**config.mk**
```make
export PLATFORM = sky130hd
export DESIGN_NAME = truth_table_capture
export DESIGN_NICKNAME = d
export VERILOG_FILES = /design/src/rtl/tt_pkg.sv /design/src/rtl/tt_settle_timer.sv /design/src/rtl/truth_table_capture.sv
export SDC_FILE = /design/constraint.sdc
export NUM_CORES = 1
export LEC_CHECK = 0
export BUFFER_PORTS_ARGS = -buffer_cell sky130_fd_sc_hd__buf_2
export CAP_MARGIN = 20
export CORE_UTILIZATION = 61
export CTS_BUF_LIST = sky130_fd_sc_hd__clkbuf_2 sky130_fd_sc_hd__clkbuf_4 sky130_fd_sc_hd__clkbuf_8
export DETAILED_ROUTE_END_ITERATION = 6
export GPL_TIMING_DRIVEN = 0
export PLACE_DENSITY_LB_ADDON = 0.05
export SKIP_CTS_REPAIR_TIMING = 1
export SLEW_MARGIN = 40
export SYNTH_ARGS = -nofsm -noshare
export SYNTH_HDL_FRONTEND = slang
export SYNTH_SLANG_ARGS = --single-unit
```
**constraint.sdc**
```tcl
create_clock -name clk -period 3.5 [get_ports clk]
set_input_delay 0.525 -clock clk [delete_from_list [all_inputs] [get_ports clk]]
set_output_delay 0.525 -clock clk [all_outputs]
set_load 0.05 [all_outputs]
```
**src/rtl/tt_pkg.sv**
```systemverilog
// Shared types and constants for the truth-table capture block.
// Pure declarations: no latency, no flow control.
package tt_pkg;

  typedef enum logic [1:0] {
    IDLE  = 2'd0,
    APPLY = 2'd1,
    DONE  = 2'd2
  } tt_state_e;

  localparam int          N_VECTORS           = 16;
  localparam logic [15:0] TT_EXPECTED_XOR_AND = 16'h7888;

  // One when a sampled bit disagrees with its golden bit, sized for the mismatch counter.
  function automatic logic [4:0] bit_mismatch(input logic sampled, input logic golden);
    return {4'd0, sampled ^ golden};
  endfunction

endpackage

```
**src/rtl/tt_settle_timer.sv**
```systemverilog
// Per-vector hold timer: restarts on load_i, last_o flags the final hold cycle while enabled.
// Latency: last_o is combinational from the count; no backpressure.
module tt_settle_timer #(
  parameter int SETTLE_CYCLES = 2
) (
  input  logic clk,
  input  logic rst,
  input  logic load_i,
  input  logic en_i,
  output logic last_o
);

  logic [3:0] cnt_q, cnt_d;

  always_comb begin
    cnt_d = cnt_q;
    if (load_i) begin
      cnt_d = '0;
    end else if (en_i) begin
      cnt_d = cnt_q + 4'd1;
    end
  end

  always_ff @(posedge clk) begin
    if (rst) begin
      cnt_q <= '0;
    end else begin
      cnt_q <= cnt_d;
    end
  end

  assign last_o = en_i && (cnt_q == 4'(SETTLE_CYCLES - 1));

endmodule

```
**src/rtl/truth_table_capture.sv**
```systemverilog
// Sweeps {a,b,c,d} over 0..15, holds each for SETTLE_CYCLES, captures q into table_out; optional TT_CHECK_EN adds mismatch_cnt/pass.
// Sweep takes 16*SETTLE_CYCLES busy cycles plus one DONE cycle; start is only honoured in IDLE, never queued.
module truth_table_capture
  import tt_pkg::*;
#(
  parameter int          SETTLE_CYCLES = 2,
  parameter logic [15:0] EXPECTED      = TT_EXPECTED_XOR_AND
) (
  input  logic        clk,
  input  logic        rst,
  input  logic        start,
  output logic        a,
  output logic        b,
  output logic        c,
  output logic        d,
  input  logic        q,
  output logic        busy,
  output logic        done,
  output logic [15:0] table_out
`ifdef TT_CHECK_EN
  ,
  output logic [4:0]  mismatch_cnt,
  output logic        pass
`endif
);

  tt_state_e   state_q, state_d;
  logic [3:0]  idx_q, idx_d;
  logic [15:0] table_q, table_d;
  logic        sweep_start;
  logic        vec_last;
  logic        last_vec;

  tt_settle_timer #(
    .SETTLE_CYCLES(SETTLE_CYCLES)
  ) u_timer (
    .clk   (clk),
    .rst   (rst),
    .load_i(sweep_start || vec_last),
    .en_i  (state_q == APPLY),
    .last_o(vec_last)
  );

  assign last_vec = (idx_q == 4'(N_VECTORS - 1));

  always_comb begin
    state_d     = state_q;
    idx_d       = idx_q;
    table_d     = table_q;
    sweep_start = 1'b0;
    case (state_q)
      IDLE: begin
        if (start) begin
          state_d     = APPLY;
          idx_d       = '0;
          table_d     = '0;
          sweep_start = 1'b1;
        end
      end
      APPLY: begin
        if (vec_last) begin
          table_d[idx_q] = q;
          if (last_vec) begin
            state_d = DONE;
            idx_d   = '0;
          end else begin
            idx_d = idx_q + 4'd1;
          end
        end
      end
      DONE:    state_d = IDLE;
      default: state_d = IDLE;
    endcase
  end

  always_ff @(posedge clk) begin
    if (rst) begin
      state_q <= IDLE;
      idx_q   <= '0;
      table_q <= '0;
    end else begin
      state_q <= state_d;
      idx_q   <= idx_d;
      table_q <= table_d;
    end
  end

  assign busy         = (state_q == APPLY);
  assign done         = (state_q == DONE);
  assign {a, b, c, d} = busy ? idx_q : 4'd0;
  assign table_out    = table_q;

`ifdef TT_CHECK_EN
  logic [4:0] mism_q, mism_d;
  logic       pass_q, pass_d;

  // pass is resolved on the edge into DONE so it is already valid during the done pulse.
  always_comb begin
    mism_d = mism_q;
    pass_d = pass_q;
    if (sweep_start) begin
      mism_d = '0;
      pass_d = 1'b0;
    end else if (busy && vec_last) begin
      mism_d = mism_q + bit_mismatch(q, EXPECTED[idx_q]);
      if (last_vec) begin
        pass_d = (mism_d == 5'd0);
      end
    end
  end

  always_ff @(posedge clk) begin
    if (rst) begin
      mism_q <= '0;
      pass_q <= 1'b0;
    end else begin
      mism_q <= mism_d;
      pass_q <= pass_d;
    end
  end

  assign mismatch_cnt = mism_q;
  assign pass         = pass_q;
`endif

endmodule

```
==> results.yml <==
cts:
  htreeDepth: 1
  cts_buffer_depth: 2
  root_buffer: "clkbuf_4"
  insertion_delay_ns: 0.33
  cts_tree: "yes"
  cts-buffers-inserted: 3
  clk_pin_slew_ns: 0.15
  clock_sinks: 26
global_routing:
  grtUsageTotal_pct: 26.22
  overflow: 0
  antenna_found_initial: 0
  grt_max_degree: 16
  grt_pass1_vias: 1092
  grt_pass1_wl_mm: 4.947
worst_setup_path:
  reg2reg_from: "u_timer.cnt_q[0]"
  rrSetupSlack_ns: 1.62
  cp.required_ns: 2.97
  arrival_ns: 1.61
  ff2ff_path_depth: 6
  path_class: "reg -> out"
  cp-end-kind: "output pin"
  path_max_fanout: 10
  r2r_end: "table_out[0]"
  startpoint_type: "flop"
synth:
  ys_ff_latch: 26
  synth_top_area_share_pct: 37.44
  seq_area_frac_synth_pct: 37.44
  synth_cell_types: 44
  synth.cell_area_sq_mm: 0.001390
  syn_avg_cell_area_sq_um: 8.688
  synth_cells: 160
  synth_nets: 170
  synthTopCellsByArea: "dfxtp_1 (37%), o22a_1 (6.3%), ha_1 (5.4%)"
  ys_warn_count: 0
  synth_top_area_cell: "dfxtp_1"
floorplanning:
  die_w_um: 49.74
  ioPinCount: 26
  std_cell_rows: 16
  die_h_um: 49.74
  fp.dieArea_sq_mm: 0.002474
  core_area_sq_mm: 0.002042
  start_util_pct: 68.08
layout:
  nNetsFinal: 200
  final_core_util_pct: 78.43
  num_antenna_cells: 0
  final_cells: 216
  syn2layout_area_growth_pct: 15.21
  drive_above_1_share_pct: 22.75
routing:
  drt_wl_total_mm: 3.056
  remaining_drc_errors: 0
  wl_met2_mm: 1.419
  drtIter0Drc: 37
  vias_per_cell: 6.102
  drt-pass1-iter-count: 4
  top_layer_used: "met4"
  wl_met1_mm: 1.453
  met3_length_um: 172
  drt-wirelength-per-cell_um: 14.15
  ant_nets: 0
  vias: 1318
timing:
  final-setup-viol-count: 0
  drv_slew: 0
  fin_skew_ns: 0.01410
  worst-slew-pin-transition_ns: 0.4986
  max_freq_ghz: 0.4693
  max-slew-margin-rel_pct: 66.70
  rsz0062_at_grt: "false"
  finalCritPeriodShare_pct: 60.88
  tns_ns: 0
  finalHoldViolations: 0
  fin_crit_ns: 2.131
worst_hold_path:
  hold_start: "rst"
  worst_hold_path.num_cells: 2
  hold_end: "idx_q[0]"
  min_path_type: "in -> reg"
place:
  place_inst: 212
  port_buffers: 25
  dp_hpwl_mm: 2.216
  routabilityCongestion: 0.8534
run:
  maxCapViolCount: 0
power:
  ir_drop_uv: 478.0
  powerDensity_mw_per_mm2: 356.5
  p_leak_uw: 0.0007744
outcome:
  status: "finished clean"
[cell usage in the layout (no fill, tap or decap), types with 3 or more instances in the layout]
cell       n
clkbuf_4   3
inv_1      4
a21oi_1   13
nand2b_1   7
nand3_1    6
o22a_1    10
a31oi_1    4
nor2_1     9
o21ai_0    6
nand2_1   13
nor3_1    11
nor2b_1    7
ha_1       6
dfxtp_1   26
buf_2     26
[synthesized netlist by cell type (all sizes together)]
cell type	count
nand4b	1
or3b	2
dfxtp	26
or3	1
a21boi	1
xor2	2
o21a	1
buf	5
nand2	13
nand2b	8
nor3	12
o21bai	1
a31oi	4
nor2b	7
nor2	9
a22oi	1
nor4	3
a21oi	13
and3	1
inv	5
o211a	1
a311oi	1
clkbuf	3
nand3	6
nand4	2
o22a	10
and2	2
mux2i	2
o21ai	7
ha	6
a211oi	2
nor3b	2
[through the flow]
step	hold slack [ns]	setup WS (ns)	total power, uW	instance area [sq um]
finish	0.4377	1.369	570.9	1602
global placement	0.4361	1.742	368.7	1549
CTS	0.4258	1.400	571.9	1602
floorplan	0.4936	1.701	355.5	1390
detailed placement	0.4366	1.695	370.9	1549
global route	0.4371	1.289	586.2	1602
[cell type report]
class / instances / area [sq um]
Sequential cell: 26 / 520.5
Fill cell: 156 / 440.4
Timing Repair Buffer: 25 / 125.1
Inverter: 5 / 18.77
Tap cell: 27 / 33.78
Clock buffer: 3 / 22.52
Buffer: 8 / 55.05
Clock inverter: 1 / 30.03
Multi-Input combinational cell: 121 / 795.8
[sequential cells by signal, indices dropped and copies added, names as in the netlist]
name,count
idx_q,4
u_timer.cnt_q,4
table_out,16
state_q,2
[where the power goes]
group | total, uW | switching (uW) | leakage, uW | internal (uW)
Clock | 205 | 89.2 | 0.0000279 | 116
Sequential | 302 | 2.88 | 0.000210 | 299
Combinational | 63.9 | 41.9 | 0.000536 | 22.0
Total | 571 | 134 | 0.000774 | 437
[worst max path at each step]
stage,from,end,depth (start not counted)
finish,idx_q[3],a,3
global placement,start,table_out[0],6
floorplan,state_q[0],a,4
CTS,idx_q[3],a,3
detailed placement,u_timer.cnt_q[1],table_out[0],7
global route,idx_q[3],a,3
[kinds of logic after synthesis]
| group | Yosys count | share of synthesized area, % |
|---|---|---|
| and+or+nand+nor | 69 | 28.62 |
| AOI/OAI and AO/OA | 42 | 20.25 |
| DFF | 26 | 37.44 |
| buffers and inverters | 13 | 5.309 |
| adders and majority gates | 6 | 5.400 |
| xor gates and xnor gates | 2 | 1.260 |
| muxes | 2 | 1.710 |
[critical path, cell delays in order, from the launching register on]
cell and delay (ns):
dfxtp_1 0.45, clkbuf_1 0.38, and2_1 0.19, buf_2 0.26
[layer usage]
| layer | vias to the layer above | track usage (%) |
|---|---|---|
| li1 | 640 | - |
| met1 | 632 | 36.08 |
| met2 | 44 | 41.89 |
| met3 | 2 | 6.481 |
| met4 | 0 | 4.286 |
| met5 | - | 0 |
No activity file was read; power rests on OpenSTA's default activity.
